### config.mk
export PLATFORM = sky130hd
export DESIGN_NAME = phase_scheduler
export DESIGN_NICKNAME = d
export VERILOG_FILES = /design/src/rtl/phase_scheduler.sv
export SDC_FILE = /design/constraint.sdc
export NUM_CORES = 1
export LEC_CHECK = 0
export ABC_AREA = 1
export ABC_CLOCK_PERIOD_IN_PS = 2470
export BUFFER_PORTS_ARGS = -buffer_cell sky130_fd_sc_hd__buf_4
export CAP_MARGIN = 20
export CORE_MARGIN = 1.5
export CORE_UTILIZATION = 24
export DETAILED_ROUTE_END_ITERATION = 8
export GPL_ROUTABILITY_DRIVEN = 0
export GPL_TIMING_DRIVEN = 0
export HOLD_SLACK_MARGIN = 0.03
export PLACE_DENSITY = 0.36
export SYNTH_ARGS = -nofsm -noshare
export SYNTH_HDL_FRONTEND = slang
export SYNTH_SLANG_ARGS = --single-unit
### constraint.sdc
create_clock -name clk_f -period 2.47 [get_ports clk_f]
set_clock_uncertainty 0.15 [all_clocks]
set_input_delay 0.494 -clock clk_f [delete_from_list [all_inputs] [get_ports clk_f]]
set_output_delay 0.494 -clock clk_f [all_outputs]
set_load 0.005 [all_outputs]
### src/rtl/phase_scheduler.sv
// Two-road green/yellow phase scheduler feeding the light FSM's direction input.
// Timed or demand-driven in auto mode, follows manual_dir_i in manual mode.
module phase_scheduler #(
    parameter int TICK_DIV      = 1,
    parameter int GREEN_A_SEC   = 9,
    parameter int GREEN_B_SEC   = 9,
    parameter int MIN_GREEN_SEC = 3,
    parameter int YELLOW_CYC    = 5
) (
    input  logic       clk_f,
    input  logic       rst_i,
    input  logic       auto_en_i,
    input  logic       manual_dir_i,
    input  logic       veh_req_A_i,
    input  logic       veh_req_B_i,
    output logic       dir_o,
    output logic       sec_tick_o,
    output logic [3:0] remain_o,
    output logic [1:0] state_o,
    output logic       switch_o
);

    typedef enum logic [1:0] {
        ST_GRN_A  = 2'b00,
        ST_YEL_AB = 2'b01,
        ST_GRN_B  = 2'b10,
        ST_YEL_BA = 2'b11
    } state_t;

    localparam logic [15:0] PRESC_MAX  = 16'(TICK_DIV - 1);
    localparam logic [3:0]  GREEN_A_LD = 4'(GREEN_A_SEC);
    localparam logic [3:0]  GREEN_B_LD = 4'(GREEN_B_SEC);
    localparam logic [3:0]  CUT_A      = 4'(GREEN_A_SEC - MIN_GREEN_SEC);
    localparam logic [3:0]  CUT_B      = 4'(GREEN_B_SEC - MIN_GREEN_SEC);
    localparam logic [3:0]  YEL_LD     = 4'(YELLOW_CYC - 1);

    state_t      r_state;
    logic        r_dir;
    logic [3:0]  r_remain;
    logic [3:0]  r_ycnt;
    logic        r_switch;
    logic [15:0] r_presc;

    state_t      w_state_nxt;
    logic [3:0]  w_remain_nxt;
    logic [3:0]  w_ycnt_nxt;
    logic        w_switch;
    logic        w_tick;
    logic [3:0]  w_rem_dec;
    logic        w_own_req;
    logic        w_oth_req;
    logic [3:0]  w_cut_lim;
    logic        w_expire;
    logic        w_early;

    assign w_tick    = (r_presc == PRESC_MAX);
    assign w_rem_dec = (r_remain != 4'd0) ? (r_remain - 4'd1) : 4'd0;

    // "Own" road is the one currently green; in yellow states these are unused.
    assign w_own_req = (r_state == ST_GRN_B) ? veh_req_B_i : veh_req_A_i;
    assign w_oth_req = (r_state == ST_GRN_B) ? veh_req_A_i : veh_req_B_i;
    assign w_cut_lim = (r_state == ST_GRN_B) ? CUT_B : CUT_A;

    // Expiry looks at the current count; the early cut looks at the count this
    // tick produces, so minimum green ends on the tick that reaches the limit.
    assign w_expire = (r_remain == 4'd0) && !(w_own_req && !w_oth_req);
    assign w_early  = w_oth_req && !w_own_req && (w_rem_dec <= w_cut_lim);

    always_comb begin
        w_state_nxt  = r_state;
        w_remain_nxt = r_remain;
        w_ycnt_nxt   = r_ycnt;
        w_switch     = 1'b0;
        case (r_state)
            ST_GRN_A, ST_GRN_B: begin
                if (!auto_en_i) begin
                    w_switch = (manual_dir_i != r_dir);
                end else if (w_tick) begin
                    w_remain_nxt = w_rem_dec;
                    w_switch     = w_expire || w_early;
                end
                if (w_switch) begin
                    w_state_nxt = (r_state == ST_GRN_A) ? ST_YEL_AB : ST_YEL_BA;
                    w_ycnt_nxt  = YEL_LD;
                end
            end
            ST_YEL_AB, ST_YEL_BA: begin
                if (r_ycnt == 4'd0) begin
                    w_state_nxt  = (r_state == ST_YEL_AB) ? ST_GRN_B : ST_GRN_A;
                    w_remain_nxt = (r_state == ST_YEL_AB) ? GREEN_B_LD : GREEN_A_LD;
                end else begin
                    w_ycnt_nxt = r_ycnt - 4'd1;
                end
            end
            default: w_state_nxt = ST_GRN_A;
        endcase
    end

    always_ff @(posedge clk_f) begin
        if (!rst_i) begin
            r_state  <= ST_GRN_A;
            r_dir    <= 1'b0;
            r_remain <= GREEN_A_LD;
            r_ycnt   <= 4'd0;
            r_switch <= 1'b0;
            r_presc  <= 16'd0;
        end else begin
            r_state  <= w_state_nxt;
            r_dir    <= r_dir ^ w_switch;
            r_remain <= w_remain_nxt;
            r_ycnt   <= w_ycnt_nxt;
            r_switch <= w_switch;
            r_presc  <= w_tick ? 16'd0 : (r_presc + 16'd1);
        end
    end

    // Gated so a TICK_DIV of 1 still shows no tick while reset is held.
    assign sec_tick_o = w_tick && rst_i;
    assign dir_o      = r_dir;
    assign remain_o   = r_remain;
    assign state_o    = r_state;
    assign switch_o   = r_switch;

endmodule
==> results.md <==
* Fmax at 493 MHz
* Final setup violation count at 0
* Routed WL at 3.32 mm
* Int Power at 917 uW
* Post-Syn Area per Cell at 6.78 um^2
* Critical path's largest stage delay at 0.35 ns
* Synth Instances at 227
* Clock buffer depth at 2
* Pwr Total at 1.55 mW
* R2r worst-path depth at 12
* Synth cell types at 25
* Clock root cell: clkbuf_8
* Hold WS at 0.306 ns
* Sum Neg Setup Slack at 0 ns
* Crit. End Element: output port
* Inserted Clock Buffers at 3
* Clock sink count at 28
* Sequential area share after synthesis at 36.4%
* LEAKAGE at 0.758 nW
* Largest net degree at the start of global routing at 15
* Clock power frac at 16.7%
* Worst vdd ir at 0.381 mV
* Area Overhead vs Synth at 15.6%
* Final period demand of the worst path at 2.03 ns
* Area of the die at 6900 um^2
* Max Cap Violations at 0
* CTS tree: done
* Initial antenna violation count at 0
* PortBufs at 14
* Setup bufs post-CTS at 0
* Power Dens Cells at 870 nW/um^2
* Relative slew slack at 75.1%
* Setup slack at placement at 0.508 ns
* Die Y at 83.1 um
* DR iter-0 viols at 51
* Post-CTS sizing at 0
* HPWL after DPL at 2.49 mm
* Cell Count, Final, Fillers Out at 319
* Run status: complete, no violations
* Starting density of the core at 25.4%
* Clock Pin Slew Worst Setup and Hold Paths at 0.10 ns
* GR Util All Layers at 9.82%
* Hold/Removal Path Class: input pin to register
* Sw power at 631 uW
* Global-route wire length before repair at 5.53 mm
* NumNets Final at 259
* WHS Path Cells at 3
* Ports at 15
* Drt first pass iters at 4
* Placed cells at 316
* Number of H-tree levels at 1
* Fin. Hold Viols at 0
* Hold buffer count at CTS at 0
* Critical path's slowest cell: dfxtp_1
* Vias in the first global route at 1232
* Fin util at 29.4%
* Worst-Skew Late Latency at 0.28 ns
* Chip width at 83.1 um
* Placed inst area at 1740 um^2
* Finished Cell Area at 1780 um^2
* Crit-path cells: inv_1 > ha_1 > nand2_1 > nor2_1 > nand2_1 > nor2_1 > buf_4
* Unrepaired setup endpoints after global routing: no
* Vias post-DR at 1388
* Combinational power share at 44.5%
* DR vias/cell at 4.35
* Critical-path maximum fanout at 4
* Synthesized cell area at 1540 um^2
* Sequential power share at 38.8%
* Antenna cells at 0
* ANT nets after route at 0
* Crit Path Category: register to output port
* Residual DRC at 0
* Syn. warnings at 0
* Final WS setup at 0.440 ns
* Startpoint Class: register
* Worst Path Arrival at 1.39 ns
* FF+latch count, synth at 28
* Core area at 6060 um^2
* Row count at 28
* Worst Tran Pin Value at 0.373 ns
* Fin crit share at 82.2%
* Share of layout cells above drive strength 1 at 14.3%
* Switching share of power at 40.8%
* Congestion Overflow GR at 0
* DR WL/cell at 10.4 um
* Max Slew Vio Count at 0
* Syn_nets at 240
* Worst path required time at 1.83 ns
==> power by group through the flow <==
stage	clock network [mW]	logic [mW]	registers (mW)
finish	0.259	0.689	0.600
global route	0.297	0.813	0.613
CTS	0.282	0.704	0.603
detailed placement	0	0.701	0.614
global placement	0	0.706	0.616
floorplan	0	0.502	0.602
==> registers in the layout (all words and copies together), names as in the netlist <==
register / count
r_ycnt: 4
r_presc: 16
remain_o: 4
switch_o: 1
dir_o: 1
state_o: 2
==> worst max-delay path, delay by kind of cell, from the launching register on <==
family                     cells  cell delay (ns)
and+or+nand+nor                4             0.44
DFF                            1             0.35
adders and majority gates      1             0.13
buffers and inverters          2             0.18
==> cells by family (layout without fill, tap and decap cells) <==
family	count (synthesis)	after routing	synth area share, %
simple gates	125	125	36.7
buf+inv	33	50	8.21
compound gates	30	30	10.7
flops	28	28	36.4
fa+ha+maj	7	7	5.69
xor+xnor	4	4	2.28
==> per-layer routing <==
layer / track usage, % / share of wire, %
met4: 2.27 / 0.81
met1: 11.4 / 46
met5: 0 / 0
met2: 17.7 / 50
met3: 2.88 / 3.5
==> placed cells by master, fill, tap and decap left out, types with 2 or more instances in the layout <==
cell type	count
nand2_1	53
a21oi_1	18
clkinv_1	3
buf_4	14
dfxtp_1	28
o21ai_0	8
ha_1	7
nand2_2	4
clkbuf_8	3
nor2_4	2
nand3_1	16
nor2_1	35
xor2_1	3
nor2_2	5
inv_1	28
buf_2	2
nand3_2	2
nor3_1	4
==> path summary, 6_finish.rpt <==
check                                start  slack (ns)          to
worst max register to register  state_o[0]        0.51   r_ycnt[3]
worst max-delay path            r_presc[0]        0.44  sec_tick_o
worst min-delay path                 rst_i        0.31       dir_o
worst min register to register   r_ycnt[1]        0.33   r_ycnt[1]
==> cell type report <==
| cell class | count | area, um^2 |
|---|---|---|
| fill | 699 | 4280 |
| multi-input combinational | 166 | 852 |
| sequential | 28 | 561 |
| inverter | 31 | 116 |
| timing repair buffer | 14 | 105 |
| tap | 75 | 93.8 |
| clock buffer | 3 | 41.3 |
| buffer | 2 | 10.0 |
==> synthesized netlist by cell type <==
cell,count,area share (%)
nand3_2,2,1.3
o21ai_2,1,0.57
or2_2,1,0.41
nor2_2,5,2.0
nand2_1,53,13
nor3_1,4,1.3
a21o_1,1,0.49
nand3_4,1,1.1
a21oi_1,18,5.9
nand2_2,4,1.6
xor2_1,3,1.7
dfxtp_1,28,36
nand4_1,1,0.41
ha_1,7,5.7
nor2_1,35,8.5
xnor2_1,1,0.57
inv_1,28,6.8
buf_2,2,0.65
clkinv_1,3,0.73
o211a_1,1,0.65
o21ai_0,8,2.6
or2_1,1,0.41
nand3_1,16,5.2
o21a_1,1,0.49
nor2_4,2,1.5
(Power assumes the default switching activity.)
